[config.mk]
export PLATFORM = sky130hd
export DESIGN_NAME = mem_wait_ctrl4510_flat
export DESIGN_NICKNAME = d
export VERILOG_FILES = /design/src/rtl/mem_wait_ctrl4510_if.sv /design/src/rtl/mem_wait_ctrl4510.sv /design/src/flat_wrapper.sv
export SDC_FILE = /design/constraint.sdc
export NUM_CORES = 1
export LEC_CHECK = 0
export ABC_CLOCK_PERIOD_IN_PS = 1900
export CORE_UTILIZATION = 43
export DETAILED_ROUTE_END_ITERATION = 16
export PLACE_DENSITY = 0.83
export SYNTH_ARGS = -nofsm -noshare
export SYNTH_HDL_FRONTEND = slang
export SYNTH_SLANG_ARGS = --single-unit
[constraint.sdc]
create_clock -name clk -period 1.9 [get_ports clk]
set_input_delay 0.285 -clock clk [delete_from_list [all_inputs] [get_ports clk]]
set_output_delay 0.285 -clock clk [all_outputs]
set_load 0.05 [all_outputs]
[src/rtl/mem_wait_ctrl4510_if.sv]
// ---------------------------------------------------------------------------
// mem_wait_ctrl4510_if
// Bundles the CPU/mapper request side and the memory-bus side of the 4510
// bus-cycle stage.
//   Request (master -> slave): phi2, address_next[19:0], map_next, we,
//                              io_en, exp_ack
//   Bus     (slave -> master): bus_addr[19:0], bus_we, cs_ram, cs_rom,
//                              cs_io, cs_exp, ready, bus_error,
//                              wait_count[3:0]
// ---------------------------------------------------------------------------
interface mem_wait_ctrl4510_if;
    logic        phi2;
    logic [19:0] address_next;
    logic        map_next;
    logic        we;
    logic        io_en;
    logic        exp_ack;

    logic [19:0] bus_addr;
    logic        bus_we;
    logic        cs_ram;
    logic        cs_rom;
    logic        cs_io;
    logic        cs_exp;
    logic        ready;
    logic        bus_error;
    logic [3:0]  wait_count;

    modport master (
        output phi2, address_next, map_next, we, io_en, exp_ack,
        input  bus_addr, bus_we, cs_ram, cs_rom, cs_io, cs_exp,
               ready, bus_error, wait_count
    );

    modport slave (
        input  phi2, address_next, map_next, we, io_en, exp_ack,
        output bus_addr, bus_we, cs_ram, cs_rom, cs_io, cs_exp,
               ready, bus_error, wait_count
    );
endinterface

[src/rtl/mem_wait_ctrl4510.sv]
// ---------------------------------------------------------------------------
// mem_wait_ctrl4510
// Bus-cycle stage behind the 4510 mapper. On a phi2-qualified clock edge
// while idle it latches the physical address and write strobe, decodes a
// one-hot chip select, and stalls the CPU (ready=0) for a per-region number
// of wait states. Expansion cycles instead wait for exp_ack, giving up after
// EXP_TIMEOUT cycles with a one-cycle bus_error pulse.
// Ports:
//   clk      - system clock
//   reset_n  - asynchronous active-low reset
//   bus      - request/bus signal bundle (slave modport)
// ---------------------------------------------------------------------------
module mem_wait_ctrl4510 #(
    parameter int unsigned RAM_WAIT    = 0,
    parameter int unsigned ROM_WAIT    = 1,
    parameter int unsigned IO_WAIT     = 2,
    parameter int unsigned EXP_TIMEOUT = 15
) (
    input  logic                 clk,
    input  logic                 reset_n,
    mem_wait_ctrl4510_if.slave   bus
);

    localparam logic [3:0] RAM_N = 4'(RAM_WAIT);
    localparam logic [3:0] ROM_N = 4'(ROM_WAIT);
    localparam logic [3:0] IO_N  = 4'(IO_WAIT);
    localparam logic [3:0] EXP_N = 4'(EXP_TIMEOUT);

    // One-hot chip-select bit positions
    localparam int CS_RAM = 0;
    localparam int CS_ROM = 1;
    localparam int CS_IO  = 2;
    localparam int CS_EXP = 3;

    typedef enum logic [1:0] {
        ST_IDLE = 2'd0,
        ST_WAIT = 2'd1,
        ST_EXT  = 2'd2
    } state_t;

    // Region decode; the I/O window only exists for untranslated addresses
    // and takes priority over the RAM range it overlaps.
    function automatic logic [3:0] decode_cs(input logic [19:0] addr,
                                             input logic        map_flag,
                                             input logic        io_enable);
        logic [3:0] cs;
        cs = 4'b0000;
        if (!map_flag && io_enable && (addr[19:16] == 4'h0) && (addr[15:12] == 4'hD)) begin
            cs[CS_IO] = 1'b1;
        end else if (addr[19:17] == 3'd0) begin
            cs[CS_RAM] = 1'b1;
        end else if (addr[19:17] == 3'd1) begin
            cs[CS_ROM] = 1'b1;
        end else begin
            cs[CS_EXP] = 1'b1;
        end
        return cs;
    endfunction

    state_t      state_q,      state_d;
    logic        ready_q,      ready_d;
    logic [19:0] bus_addr_q,   bus_addr_d;
    logic        bus_we_q,     bus_we_d;
    logic [3:0]  cs_q,         cs_d;
    logic        bus_error_q,  bus_error_d;
    logic [3:0]  wait_count_q, wait_count_d;

    logic [3:0]  cap_cs_s;
    logic [3:0]  cap_wait_s;

    // Decode the incoming request and pick its fixed wait-state count
    always_comb begin
        cap_cs_s   = decode_cs(bus.address_next, bus.map_next, bus.io_en);
        cap_wait_s = 4'd0;
        case (cap_cs_s)
            4'b0001: cap_wait_s = RAM_N;
            4'b0010: cap_wait_s = ROM_N;
            4'b0100: cap_wait_s = IO_N;
            4'b1000: cap_wait_s = EXP_N;
            default: cap_wait_s = 4'd0;
        endcase
    end

    // Next-state and output logic for the bus-cycle FSM
    always_comb begin
        state_d      = state_q;
        ready_d      = ready_q;
        bus_addr_d   = bus_addr_q;
        bus_we_d     = bus_we_q;
        cs_d         = cs_q;
        bus_error_d  = 1'b0;
        wait_count_d = wait_count_q;

        case (state_q)
            ST_IDLE: begin
                if (bus.phi2) begin
                    bus_addr_d = bus.address_next;
                    bus_we_d   = bus.we;
                    cs_d       = cap_cs_s;
                    if (cap_cs_s[CS_EXP]) begin
                        ready_d      = 1'b0;
                        wait_count_d = cap_wait_s;
                        state_d      = ST_EXT;
                    end else if (cap_wait_s != 4'd0) begin
                        ready_d      = 1'b0;
                        wait_count_d = cap_wait_s;
                        state_d      = ST_WAIT;
                    end else begin
                        ready_d      = 1'b1;
                        wait_count_d = 4'd0;
                    end
                end else begin
                    ready_d = 1'b1;
                end
            end

            ST_WAIT: begin
                // <=1 rather than ==1 so a zero count can never wrap
                if (wait_count_q <= 4'd1) begin
                    wait_count_d = 4'd0;
                    ready_d      = 1'b1;
                    state_d      = ST_IDLE;
                end else begin
                    wait_count_d = wait_count_q - 4'd1;
                end
            end

            ST_EXT: begin
                // Acknowledge is checked first so it wins on the timeout edge
                if (bus.exp_ack) begin
                    wait_count_d = 4'd0;
                    ready_d      = 1'b1;
                    state_d      = ST_IDLE;
                end else if (wait_count_q <= 4'd1) begin
                    bus_error_d  = 1'b1;
                    wait_count_d = 4'd0;
                    ready_d      = 1'b1;
                    state_d      = ST_IDLE;
                end else begin
                    wait_count_d = wait_count_q - 4'd1;
                end
            end

            default: begin
                wait_count_d = 4'd0;
                ready_d      = 1'b1;
                state_d      = ST_IDLE;
            end
        endcase
    end

    // State and registered bus outputs
    always_ff @(posedge clk or negedge reset_n) begin
        if (!reset_n) begin
            state_q      <= ST_IDLE;
            ready_q      <= 1'b1;
            bus_addr_q   <= 20'h00000;
            bus_we_q     <= 1'b0;
            cs_q         <= 4'b0000;
            bus_error_q  <= 1'b0;
            wait_count_q <= 4'd0;
        end else begin
            state_q      <= state_d;
            ready_q      <= ready_d;
            bus_addr_q   <= bus_addr_d;
            bus_we_q     <= bus_we_d;
            cs_q         <= cs_d;
            bus_error_q  <= bus_error_d;
            wait_count_q <= wait_count_d;
        end
    end

    assign bus.bus_addr   = bus_addr_q;
    assign bus.bus_we     = bus_we_q;
    assign bus.cs_ram     = cs_q[CS_RAM];
    assign bus.cs_rom     = cs_q[CS_ROM];
    assign bus.cs_io      = cs_q[CS_IO];
    assign bus.cs_exp     = cs_q[CS_EXP];
    assign bus.ready      = ready_q;
    assign bus.bus_error  = bus_error_q;
    assign bus.wait_count = wait_count_q;

endmodule
[src/flat_wrapper.sv]
// flat-port wrapper written by rule: the top's interface ports become plain ports
module mem_wait_ctrl4510_flat 
#(
    parameter int unsigned RAM_WAIT    = 0,
    parameter int unsigned ROM_WAIT    = 1,
    parameter int unsigned IO_WAIT     = 2,
    parameter int unsigned EXP_TIMEOUT = 15
)
  (clk, reset_n, bus_phi2, bus_address_next, bus_map_next, bus_we, bus_io_en, bus_exp_ack, bus_bus_addr, bus_bus_we, bus_cs_ram, bus_cs_rom, bus_cs_io, bus_cs_exp, bus_ready, bus_bus_error, bus_wait_count);
  mem_wait_ctrl4510_if bus_i ();
  input  logic clk;
  input  logic reset_n;
  input wire logic [$bits(bus_i.phi2)-1:0] bus_phi2;
  input wire logic [$bits(bus_i.address_next)-1:0] bus_address_next;
  input wire logic [$bits(bus_i.map_next)-1:0] bus_map_next;
  input wire logic [$bits(bus_i.we)-1:0] bus_we;
  input wire logic [$bits(bus_i.io_en)-1:0] bus_io_en;
  input wire logic [$bits(bus_i.exp_ack)-1:0] bus_exp_ack;
  output wire logic [$bits(bus_i.bus_addr)-1:0] bus_bus_addr;
  output wire logic [$bits(bus_i.bus_we)-1:0] bus_bus_we;
  output wire logic [$bits(bus_i.cs_ram)-1:0] bus_cs_ram;
  output wire logic [$bits(bus_i.cs_rom)-1:0] bus_cs_rom;
  output wire logic [$bits(bus_i.cs_io)-1:0] bus_cs_io;
  output wire logic [$bits(bus_i.cs_exp)-1:0] bus_cs_exp;
  output wire logic [$bits(bus_i.ready)-1:0] bus_ready;
  output wire logic [$bits(bus_i.bus_error)-1:0] bus_bus_error;
  output wire logic [$bits(bus_i.wait_count)-1:0] bus_wait_count;
  assign bus_i.phi2 = bus_phi2;
  assign bus_i.address_next = bus_address_next;
  assign bus_i.map_next = bus_map_next;
  assign bus_i.we = bus_we;
  assign bus_i.io_en = bus_io_en;
  assign bus_i.exp_ack = bus_exp_ack;
  assign bus_bus_addr = bus_i.bus_addr;
  assign bus_bus_we = bus_i.bus_we;
  assign bus_cs_ram = bus_i.cs_ram;
  assign bus_cs_rom = bus_i.cs_rom;
  assign bus_cs_io = bus_i.cs_io;
  assign bus_cs_exp = bus_i.cs_exp;
  assign bus_ready = bus_i.ready;
  assign bus_bus_error = bus_i.bus_error;
  assign bus_wait_count = bus_i.wait_count;
  mem_wait_ctrl4510 #(.RAM_WAIT(RAM_WAIT), .ROM_WAIT(ROM_WAIT), .IO_WAIT(IO_WAIT), .EXP_TIMEOUT(EXP_TIMEOUT)) u_core (.clk(clk), .reset_n(reset_n), .bus(bus_i));
endmodule
==> results of run 1 <==
## power by group through the flow
stage	clock network, mW	logic [mW]	registers, mW
CTS	0.561	2.64	1.27
global route	0.598	2.81	1.31
global placement	0	2.58	1.26
finish	0.552	2.62	1.27
detailed placement	0	2.63	1.28
floorplan	0	0.747	2.26
## layout by cell type (no fill, tap or decap), types with 2 or more instances in the layout
| master | netlist | layout |
|---|---|---|
| clkdlybuf4s50_1 | 0 | 54 |
| dfrtp_2 | 0 | 2 |
| clkbuf_4 | 0 | 5 |
| nor3_1 | 3 | 3 |
| o211ai_1 | 2 | 2 |
| o21ai_0 | 7 | 7 |
| nor2_1 | 8 | 8 |
| a21oi_1 | 6 | 6 |
| nand2b_1 | 3 | 3 |
| inv_1 | 4 | 4 |
| dfrtp_1 | 32 | 30 |
| or3b_1 | 2 | 2 |
| buf_4 | 1 | 11 |
| nand2_1 | 74 | 74 |
| ha_1 | 2 | 2 |
## cells in the mapped netlist (2+ instances only)
master | count | area share
dfrtp_1 | 32 | 0.53
o21ai_0 | 7 | 0.023
inv_1 | 4 | 0.0099
buf_2 | 4 | 0.013
ha_1 | 2 | 0.016
nor2_1 | 8 | 0.020
a21oi_1 | 6 | 0.020
nand2b_1 | 3 | 0.012
o211ai_1 | 2 | 0.0099
nand2_1 | 74 | 0.18
nor3_1 | 3 | 0.0099
clkbuf_1 | 2 | 0.0049
or3b_1 | 2 | 0.012
## sequential cells by signal, summed over array words and instances, names as in the netlist
name,cells
u_core.cs_q,4
u_core.bus.ready,1
u_core.bus.bus_error,1
u_core.bus.bus_addr,20
u_core.bus.wait_count,4
u_core.state_q,2
u_core.bus.bus_we,1
## stage by stage
stage,total power [mW],util
after global routing,4.72,0.673
after detailed placement,3.91,0.647
final,4.45,0.673
after CTS,4.47,0.672
after floorplan,3.01,-
after global placement,3.84,0.647
## worst paths after layout
path	cells after the start	end
setup / recovery	1	bus_wait_count[2]
min in group clk	3	u_core.bus.bus_addr[10]$_DFFE_PN0P_
max in group asynchronous	2	u_core.bus.ready$_DFF_PN1_
hold / removal	2	u_core.bus.bus_addr[15]$_DFFE_PN0P_
setup reg to reg	6	u_core.bus.wait_count[1]$_DFFE_PN0P_
hold reg to reg	2	u_core.bus.bus_addr[10]$_DFFE_PN0P_
## metal layers
metal | up-vias | share of wire | track usage
met3 | 6 | 0.072 | 0.0630
met2 | 59 | 0.49 | 0.382
met1 | 658 | 0.42 | 0.266
met4 | 0 | 0.017 | 0.0952
met5 | - | 0 | 0
li1 | 685 | - | -
## what timing repair did
item	in CTS	in global routing
endpoints found under the setup margin	1	1
gates resized for setup	1	1
hold buffers	0	0
gates cloned	0	0
## cell families (layout without fill, tap and decap cells)
kind of cell | after synthesis | in the layout
AO/OA/AOI/OAI | 25 | 25
XOR/XNOR | 1 | 1
buffers and inverters | 12 | 79
flip-flops | 33 | 33
adder cells (fa/ha/maj) | 2 | 2
AND/OR/NAND/NOR | 96 | 96
## final cells by class
type                       count  area (um2)  area share
sequential                    33         830       0.367
multi-input combinational    124         631       0.279
inverter                       4        15.0     0.00664
timing repair buffer          67         644       0.285
clock inverter                 1        30.0      0.0133
clock buffer                   7        55.1      0.0243
tap                           46        57.6      0.0254
==> metrics, run 1 <==
hpwl dp=2.80 mm; adder-cell share of the synthesized area=0.0165; dpl ws=78.9 ps; vias in the first global route=1,321; skew final=5.32 ps; RSZ-0062 raised after global routing=no; core region area=3360 um2; Layout Cells excl Fill=282; max-cap violations=0; Worst Hold Class=input pin to asynchronous set/reset pin; Tmin final=1840 ps; DR WL/cell=13.4 um; die width=61.4 um; Final Hold Viols=0; number of buffers added on ports=57; Die H=61.4 um; gr usage total=0.224; Compound-Gate Fraction of Synth Area=0.114; Sw Ratio=0.498; Root Driver=clkbuf_4; clock transition at the registers of the reported paths=100 ps; RD Place Congestion=0.937; largest family of logic cells by synthesized area=simple AND/OR/NAND/NOR gates; Mapped Cells=169; Final period util=0.966; clk_lat worst skew=340 ps; crit path from=u_core.bus.wait_count[2]$_DFFE_PN0P_; Fillers=291; GRT Residual Overflow=0; CP Data Required Time=1620 ps; Post-DP Area=2180 um2; post-synthesis xor/xnor area fraction=0.00577; final wirelength=3.77 mm; Post-synth EDFFs=0; CTS Buffer Depth=2; DRC=0; FP Rows=21; # diodes=0; CTS buffer count=5; flop and latch count out of synthesis=33; mux cell area share after synthesis=0; CP Buf/Inv Count=1; power share of the clock group=0.124; clk sink count=33; Die ar.=3770 um2; Cell Chain, Critical Path=clkdlybuf4s50_1; worst hold slack=333 ps; kind of critical path=flop to primary output; Logic pwr share=0.590; setup bufs post-CTS=0; Worst Setup End Kind=primary output; CP startpoint kind=flop; largest net degree at the start of global routing=34; RR Startpoint=u_core.bus.wait_count[0]$_DFFE_PN0P_; # placed instances=274; final-report max-slew violation count=0; Ports=58; Fin Setup TNS=0 ps; layout cells sized above 1=0.102; Sw Pwr=2.22 mW; post-route cell area=2260 um2; Final Worst Setup Slack=64.0 ps; H-tree Lvls=2; Syn-to-layout area delta=48.9%; DR vias=1,408; initial antenna violation count=0; Rel. slew slack=0.654; vias per cell=4.99; part of the power in registers=0.286; global-route wire length before repair=5.93 mm; Post-Synth Simple-Gate Area=0.279; cell internal pwr=2.23 mW; outcome=finished, final reports clean; Synth Net Count=198; final setup violation count=0; slowest stage delay, CP=820 ps; Peak supply drop=902 uV; crit-path max FO=4; Cell Area, Synth=1520 um2; Ys Warns=0; CTS tree=yes; asr flop ratio synth=1.00; Routed Antenna Nets=0; number of nets in the layout=264; Power Dens Cells=1970 nW/um2; Top FF cell, synth=dfrtp_1; Worst-Margin Slew=517 ps; CP max stage cell=clkdlybuf4s50_1; Avg Cell Area, Syn=8.99 um2; Initial DRC Count=77; Seq/Total Area, Yosys=0.544; Initial Util=0.452; fmax=545 MHz; TritonRoute pass-1 iters=4; Synth cell types=33; CP arrival=1550 ps; Top delay family on crit path=buffers and inverters; leakage power=1.06 nW; Reg2Reg Setup Slack=130 ps
(Power assumes the default switching activity.)
==> run 2: changes to the inputs <==
--- a/config.mk
+++ b/config.mk
@@ -5,10 +5,11 @@
 export SDC_FILE = /design/constraint.sdc
 export NUM_CORES = 1
 export LEC_CHECK = 0
-export ABC_CLOCK_PERIOD_IN_PS = 1900
-export CORE_UTILIZATION = 43
+export ABC_CLOCK_PERIOD_IN_PS = 2100
+export CORE_UTILIZATION = 40
 export DETAILED_ROUTE_END_ITERATION = 16
-export PLACE_DENSITY = 0.83
+export GPL_TIMING_DRIVEN = 0
+export PLACE_DENSITY = 0.78
 export SYNTH_ARGS = -nofsm -noshare
 export SYNTH_HDL_FRONTEND = slang
 export SYNTH_SLANG_ARGS = --single-unit
==> constraint.sdc (replaced) <==
create_clock -name clk -period 2.1 [get_ports clk]
set_input_delay 0.315 -clock clk [delete_from_list [all_inputs] [get_ports clk]]
set_output_delay 0.315 -clock clk [all_outputs]
set_load 0.05 [all_outputs]
==> run 2 against run 1 <==
Wire length shrank 8.0%. Clock power shrank 17%. Critical path type unchanged. First-iteration DRC count fell by 51%. Core utilization is 6.7 points lower. Clock skew increased by 3.4 ps. Power decreased by 11%. Critical path depth unchanged. Sequential cell count is the same. Critical endpoint is now bus_ready.
==> metrics, run 2 (same netlist as run 1, synthesis figures left out) <==
CP max stage cell=clkdlybuf4s50_1; Power Dens Cells=1780 nW/um2 (-9.7%); Fillers=333 (+14%); FF-to-FF path depth=6 (unchanged); max-cap violations=0 (unchanged); Initial DRC Count=38 (-51%); largest net degree at the start of global routing=34 (unchanged); DR vias=1,348 (-4.3%); Cell Chain, Critical Path=clkdlybuf4s50_1; Die H=63.6 um (+3.6%); RD Place Congestion=0.860 (-8.2%); Worst Hold Class=input pin to asynchronous set/reset pin; GRT Residual Overflow=0 (unchanged); vias in the first global route=1,312 (-0.68%); Syn-to-layout area delta=46.0%; crit path from=u_core.bus.ready$_DFF_PN1_; # placed instances=273 (-0.36%); RR Startpoint=u_core.bus.wait_count[0]$_DFFE_PN0P_; Die ar.=4050 um2 (+7.2%); cell internal pwr=1.96 mW (-12%); Initial Util=0.415 (-0.0367); TritonRoute pass-1 iters=4 (unchanged); final-report max-slew violation count=0 (unchanged); initial antenna violation count=0 (unchanged); slowest stage delay, CP=800 ps (-20 ps); CP Data Required Time=1780 ps (+160 ps); number of nets in the layout=261 (-1.1%); Top delay family on crit path=buffers and inverters; leakage power=1.03 nW (-3.1%); Ports=58 (unchanged); Fin Setup TNS=0 ps (unchanged); vias per cell=4.80 (-3.9%); CP arrival=1640 ps (+90 ps); core region area=3660 um2 (+8.9%); Rel. slew slack=0.517 (-0.137); final setup violation count=0 (unchanged); DR WL/cell=12.3 um (-7.7%); max FFs per register=20 (unchanged); final wirelength=3.47 mm (-8.0%); global-route wire length before repair=5.82 mm (-1.8%); Logic pwr share=0.603 (+0.013); Worst Setup End Kind=primary output; Sw Pwr=1.97 mW (-11%); number of buffers added on ports=56 (-1.8%); CP startpoint kind=flop; part of the power in registers=0.280 (-0.006); fmax=512 MHz; Tmin final=1950 ps; layout cells sized above 1=0.0773 (-0.0244); kind of critical path=flop to primary output; DRC=0 (unchanged); Layout Cells excl Fill=281 (-0.35%); RSZ-0062 raised after global routing=no; Root Driver=clkbuf_8; critical path depth=1 (unchanged); Worst-Margin Slew=725 ps (+207 ps); skew final=8.77 ps (+3.45 ps); power share of the clock group=0.116 (-0.008); worst hold slack=83.0 ps (-250 ps); Final Hold Viols=0 (unchanged); commonest non-fill, non-tap cells in the layout=nand2_1, clkdlybuf4s50_1, dfrtp_1; post-CTS sizing=0 (-1); outcome=finished, final reports clean; Final period util=0.930; CTS buffer count=5 (unchanged); Sw Ratio=0.501 (+0.00303); clk sink count=33 (unchanged); crit-path max FO=2 (-2); CTS Buffer Depth=2 (unchanged); die width=63.6 um (+3.6%); Post-CTS Hold Buffers=0 (unchanged); Peak supply drop=974 uV (+7.9%); commonest non-fill, non-tap cell in the layout=nand2_1; hpwl dp=2.56 mm (-8.4%); clock transition at the registers of the reported paths=70 ps (-30 ps); # diodes=0 (unchanged); Routed Antenna Nets=0 (unchanged); FP Rows=22 (+4.8%); post-route cell area=2220 um2 (-2.0%); CP Buf/Inv Count=1 (unchanged); H-tree Lvls=2 (unchanged); setup bufs post-CTS=0 (unchanged); CTS tree=yes; gr usage total=0.189 (-0.0353); Post-DP Area=2130 um2 (-1.9%); clk_lat worst skew=290 ps (-50 ps)
==> run 2: changes by cell type in the layout (fill, tap and decap cells not counted), sizes merged <==
cell / previous run / this run
clkinv: 0 / 2
buf: 11 / 7
clkbuf: 7 / 8
clkdlybuf4s50: 54 / 55
bufinv: 1 / 0
dlymetal6s2s: 1 / 0
dlygate4sd2: 1 / 0
==> run 2: power groups by stage <==
stage	Sequential (mW)	Clock [mW]	Combinational (mW)
2_1_floorplan	2.04	0	0.676
3_3_place_gp	1.11	0	2.36
3_5_place_dp	1.12	0	2.39
4_1_cts	1.11	0.465	2.39
5_1_grt	1.14	0.502	2.53
6_report	1.10	0.458	2.37
==> run 2: through the flow <==
step / setup WS (ps) / power, mW / utilization
floorplan: 178 / 2.72 / -
detailed placement: 158 / 3.50 / 0.583
global route: 138 / 4.18 / 0.606
global placement: 58.3 / 3.47 / 0.584
finish: 147 / 3.94 / 0.606
CTS: 151 / 3.96 / 0.606
==> run 2: final cells by class <==
class,count,area (um2),area share
buffer,8,46.3,0.0209
clock buffer,6,72.6,0.0327
clock inverter,2,10.0,0.00451
inverter,4,15.0,0.00677
multi-input combinational,124,631,0.284
sequential,33,827,0.373
tap,48,60.1,0.0271
timing repair buffer,56,556,0.251
==> run 2: final timing paths <==
kind / endpoint / slack [ps]
setup / recovery: bus_ready / 150
hold / removal: u_core.bus.bus_addr[12]$_DFFE_PN0P_ / 80
setup reg to reg: u_core.bus.wait_count[1]$_DFFE_PN0P_ / 340
hold reg to reg: u_core.bus.bus_addr[5]$_DFFE_PN0P_ / 480
max in group asynchronous: u_core.bus.bus_error$_DFF_PN0_ / 1550
min in group clk: u_core.bus.wait_count[0]$_DFFE_PN0P_ / 410
==> run 2: per-layer routing <==
layer,wire length [um],share of wire,track usage,vias up
met5,0,0,0,-
met4,61,0.018,0.0938,0
met3,148,0.043,0.0507,5
met2,1690,0.49,0.297,35
met1,1570,0.45,0.237,631
li1,-,-,-,677
==> run 3: changes to the inputs <==
--- a/config.mk
+++ b/config.mk
@@ -13,3 +13,4 @@
 export SYNTH_ARGS = -nofsm -noshare
 export SYNTH_HDL_FRONTEND = slang
 export SYNTH_SLANG_ARGS = --single-unit
+export TNS_END_PERCENT = 100
==> results of run 3 <==
Final layout, timing and power as in run 2 (identical DEF).
==> edit 1 (config.mk and constraints of run 1) <==
Re-encode `state_t` (3 states) as one-hot, 3 bits wide.
--- a/src/rtl/mem_wait_ctrl4510.sv
+++ b/src/rtl/mem_wait_ctrl4510.sv
@@ -32,10 +32,10 @@
     localparam int CS_IO  = 2;
     localparam int CS_EXP = 3;
 
-    typedef enum logic [1:0] {
-        ST_IDLE = 2'd0,
-        ST_WAIT = 2'd1,
-        ST_EXT  = 2'd2
+    typedef enum logic [2:0] {
+        ST_IDLE = 3'b001,
+        ST_WAIT = 3'b010,
+        ST_EXT  = 3'b100
     } state_t;
 
     // Region decode; the I/O window only exists for untranslated addresses
Formal check against the unedited RTL: same outputs for any inputs over 10 cycles, from zero or initial values and one cycle with reset_n low; not proved beyond that.
==> edit 1 against run 1 <==
  * Cell area is 1.1% lower
  * Routed wire length decreased by 6.6%
  * Worst setup slack better by 14 ps
  * Global-route usage shrank 2.8 points
  * Sequential cell count grew 1
  * Synthesized area grew 1.1%
  * Combinational power down 7%
  * Count of clock-buffer cells in the layout stayed put
  * Total power down 8.8%
  * Critical path type unchanged
  * Largest cell class unchanged
==> edit 1: results (changes against run 1) <==
Synth
  • Synth Net Count: 200 (+1.0%)
  • Area contributors post-synth: dfrtp_1 52%, nand2_1 18%, dfstp_2 3.4%
  • Post-synth top cells: 72 x nand2_1, 32 x dfrtp_1, 9 x nor2_1
  • Post-synth top area share: 52.2% (-0.56 points)
  • Register area share after synthesis: 55.6% (+1.1 points)

STA
  • Skew final: 8.05 ps (+2.72 ps)
  • Actual slew at the worst max-slew pin: 522 ps (+4.83 ps)

Final layout
  • FILL cells: 277 (-4.8%)
  • Final Instance Count excl. Fillers: 282 (unchanged)
  • Share of cells above drive strength 1: 8.47% (-1.7 points)

Global route
  • Global Route Usage Sum: 19.6% (-2.8 points)
  • Largest net degree at the start of global routing: 35 (+2.9%)
  • Number of global-route vias before repair: 1183 (-10%)
  • First-pass GRT wire length: 5.46 mm (-7.9%)

Power
  • NetSw: 0.00205 W (-7.7%)
  • Lkg Pwr: 1.07 nW (+0.17%)
  • Peak VDD IR: 1.08 mV (+19%)
  • P_comb: 0.00244 W (-7%)

Routing
  • Final WL: 3.52 mm (-6.6%)
  • Initial drt markers: 68 (-12%)

Status
  • Outcome: finished clean

Placed design
  • GP Congestion: 0.835 (-11%)
  • DP Worst Slack: 70.8 ps (-8.08 ps)
  • DP HPWL: 2.61 mm (-6.8%)

Clock tree
  • Worst skew pair latency: 320 ps (-20 ps)

Setup path
  • CP max FO: 5 (+1)
-- edit 1: area by class of cell --
cell class | count | share of cell area, %
clock buffers | 7 | 2.01
inverters | 3 | 0.503
multi-input cells | 128 | 28.8
flip-flops and latches | 34 | 38.3
well taps | 46 | 2.57
repair buffers | 64 | 27.9
-- edit 1: kinds of logic (layout without fill, tap and decap cells) --
logic type | after synthesis | count (layout) | share of synthesized area (%)
flip-flops | 34 | 34 | 55.6
multiplexers | 1 | 1 | 0.652
adder cells (fa/ha/maj) | 2 | 2 | 1.63
AND/OR/NAND/NOR | 102 | 102 | 29.3
AO/OA/AOI/OAI | 23 | 23 | 10.4
buffers and inverters | 9 | 74 | 2.44
-- edit 1: routing by layer --
| layer | part of all wire [%] | up-vias | global-route usage, % |
|---|---|---|---|
| met5 | 0 | - | 0 |
| met4 | 1.3 | 0 | 5.71 |
| met3 | 4.3 | 4 | 3.93 |
| met2 | 49 | 40 | 31.0 |
| met1 | 45 | 649 | 27.5 |
| li1 | - | 702 | - |
-- edit 1: final timing paths --
path                                          start                        to  slack [ps]  cells after the start
setup / recovery           u_core.bus.wait_count[1]         bus_wait_count[1]          80                      1
hold / removal                              reset_n    u_core.bus.bus_addr[3]         360                      2
setup reg to reg           u_core.bus.wait_count[0]  u_core.bus.wait_count[3]         130                      6
hold reg to reg              u_core.bus.bus_addr[3]    u_core.bus.bus_addr[3]         480                      2
max in group asynchronous                   reset_n          u_core.bus.ready        1200                      2
min in group clk             u_core.bus.bus_addr[3]    u_core.bus.bus_addr[3]         480                      2
-- edit 1: what timing repair did --
| action | in CTS | in global routing |
|---|---|---|
| endpoints found under the hold margin | 0 | 0 |
| resized for setup | 0 | 3 |
| setup endpoints to repair | 0 | 3 |
==> edit 2 (settings of run 1) <==
Without the edit above. `EXP_TIMEOUT` is set to 15 in 2 places; all go to 14.
--- a/src/rtl/mem_wait_ctrl4510.sv
+++ b/src/rtl/mem_wait_ctrl4510.sv
@@ -14,7 +14,7 @@
     parameter int unsigned RAM_WAIT    = 0,
     parameter int unsigned ROM_WAIT    = 1,
     parameter int unsigned IO_WAIT     = 2,
-    parameter int unsigned EXP_TIMEOUT = 15
+    parameter int unsigned EXP_TIMEOUT = 14
 ) (
     input  logic                 clk,
     input  logic                 reset_n,
--- a/src/flat_wrapper.sv
+++ b/src/flat_wrapper.sv
@@ -4,7 +4,7 @@
     parameter int unsigned RAM_WAIT    = 0,
     parameter int unsigned ROM_WAIT    = 1,
     parameter int unsigned IO_WAIT     = 2,
-    parameter int unsigned EXP_TIMEOUT = 15
+    parameter int unsigned EXP_TIMEOUT = 14
 )
   (clk, reset_n, bus_phi2, bus_address_next, bus_map_next, bus_we, bus_io_en, bus_exp_ack, bus_bus_addr, bus_bus_we, bus_cs_ram, bus_cs_rom, bus_cs_io, bus_cs_exp, bus_ready, bus_bus_error, bus_wait_count);
   mem_wait_ctrl4510_if bus_i ();
Behaviour: not the same (Yosys sat finds a counterexample within 4 cycles, from zero or initial values and one cycle with reset_n low).
==> edit 2 against run 1 <==
  * Sequential cell count unchanged
  * Critical path depth unchanged
  * Worst setup slack improved by 1.1 ps
  * Synthesized area increased by 1.3%
  * Total power decreased by 1.4%
  * Cell area decreased by 3.3%
  * Routed wire length decreased by 6.8%
  * Clock skew increased by 3.6 ps
  * Sequential share of layout area increased by 1.1 points
  * Highest routed layer unchanged
==> edit 2: results (changes against run 1) <==
Status
  • Outcome: finished clean

Global route
  • Largest net degree at the start of global routing: 34 (unchanged)
  • Number of global-route vias before repair: 1106 (-16%)
  • First-pass GRT wire length: 5.16 mm (-13%)
  • Initial antenna violation count: 0 (unchanged)
  • Global Route Usage Sum: 19.4% (-3.0 points)

Placed design
  • Cell count after placement: 213 (-22%)
  • DP HPWL: 2.52 mm (-9.7%)
  • I/O Buffers: 57 (unchanged)
  • GP Congestion: 0.805 (-14%)

Clock tree
  • Post-CTS sizing: 0 (-1)
  • TritonCTS Buffers: 5 (unchanged)
  • H-tree levels: 2 (unchanged)
  • Clock-pin slew on the worst setup and hold paths: 100 ps (about the same)
  • Post CTS Setup Buffer Count: 0 (unchanged)
  • CTS Root Buffer Type: clkbuf_4
  • Clock Path Buffers: 2 (unchanged)
  • Worst skew pair latency: 340 ps (about the same)

Synth
  • Synth Warn #: 0 (unchanged)
  • Post-synth top cells: 32 x dfrtp_1, 20 x mux2_4, 7 x nand2_1
  • Top_reg_cell synth: dfrtp_1
  • Synth Net Count: 140 (-29%)
  • Ys async rst share: 100% (unchanged)
  • EDFF count, synth: 0 (unchanged)
  • Area contributors post-synth: dfrtp_1 52%, mux2_4 20%, buf_12 2.6%
  • Syn_area_per_cell: 13.9 sq um (+54%)
  • Register area share after synthesis: 53.7% (-0.71 points)
  • Unique masters post-synth: 32 (-3.0%)

Final layout
  • Final Net Count: 203 (-23%)
  • Share of cells above drive strength 1: 22.9% (+13 points)
  • Ant. Diodes: 0 (unchanged)
  • Max reg flops: 20 (unchanged)

Setup path
  • Top delay family on crit path: buffers and inverters
  • Crit path largest cell delay: 820 ps (about the same)
  • CP max FO: 2 (-2)
  • Worst Path Arrival: 1550 ps (about the same)
  • Slowest CP cell: clkdlybuf4s50_1

Routing
  • Initial drt markers: 83 (+7.8%)
  • Vias/cell: 5.38 (+7.8%)
  • Pre-Repair DR Iteration Count: 6 (+2)
  • Routed len/inst: 15.9 um (+19%)
  • DR vias: 1189 (-16%)

Power
  • NetSw: 0.00212 W (-4.4%)
  • Peak VDD IR: 0.639 mV (-29%)
  • Lkg Pwr: 0.981 nW (-7.8%)

STA
  • Skew final: 8.88 ps (+3.55 ps)
  • Max transition margin: 62.8% (-2.6 points)

Min path
  • HP Class: in2async
## edit 2: changes by cell type after synthesis, moves of 3 or more
| cell | before | now |
|---|---|---|
| nor2_1 | 8 | 4 |
| nand2_1 | 74 | 7 |
| nor3_1 | 3 | 0 |
| a21oi_1 | 6 | 2 |
| nand2b_1 | 3 | 0 |
| mux2_4 | 0 | 20 |
| buf_2 | 4 | 1 |
## edit 2: area by class of cell
type / instances / area, sq um
flip-flops and latches: 33 / 827
inverters: 4 / 15.0
fillers: 236 / 1200
repair buffers: 61 / 601
clock inverters: 2 / 10.0
clock buffers: 6 / 41.3
multi-input cells: 69 / 637
well taps: 46 / 57.6
## edit 2: kinds of logic (layout without fill, tap and decap cells)
group / Yosys count / in the layout / share of synthesized area, %
flops: 33 / 33 / 53.7
simple gates: 23 / 23 / 8.62
compound gates: 22 / 22 / 10.2
mux: 22 / 22 / 20.9
buf+inv: 9 / 73 / 4.88
fa+ha+maj: 2 / 2 / 1.63
## edit 2: final timing paths
| check | to | slack, ps | start | depth (start not counted) |
|---|---|---|---|---|
| max in group asynchronous | u_core.bus.ready | 1230 | reset_n | 2 |
| worst max register to register | u_core.bus.wait_count[0] | 210 | u_core.bus.wait_count[0] | 5 |
| worst min-delay path | u_core.bus.bus_addr[15] | 330 | reset_n | 2 |
| min in group clk | u_core.cs_q[3] | 500 | u_core.cs_q[3] | 2 |
| worst max-delay path | bus_bus_addr[14] | 70 | u_core.bus.bus_addr[14] | 1 |
| worst min register to register | u_core.cs_q[3] | 500 | u_core.cs_q[3] | 2 |
## edit 2: power by group through the flow
stage	clock network [W]	registers [W]	logic, W
final	0.000381	0.00132	0.00269
after global routing	0.000422	0.00136	0.00282
after CTS	0.000388	0.00132	0.00270
after detailed placement	0	0.00132	0.00269
after global placement	0	0.00130	0.00263
after floorplan	0	0.00233	0.000888
## edit 2: metrics by stage
stage	setup WS (ps)	hold WS [ps]	area, sq um	util (%)	power, W
5_1_grt	6.63	357	2190	64.6	0.00460
6_report	65.1	325	2190	64.6	0.00438
3_5_place_dp	27.2	477	2140	63.0	0.00401
2_1_floorplan	268	-10.6	1540	-	0.00322
3_3_place_gp	68.3	460	2140	63.0	0.00393
4_1_cts	51.2	327	2190	64.6	0.00440
## edit 2: metal layers
metal | global-route usage (%) | wire length, um
met5 | 0 | 0
met4 | 7.62 | 53
met3 | 8.28 | 295
met2 | 32.4 | 1730
met1 | 22.1 | 1430
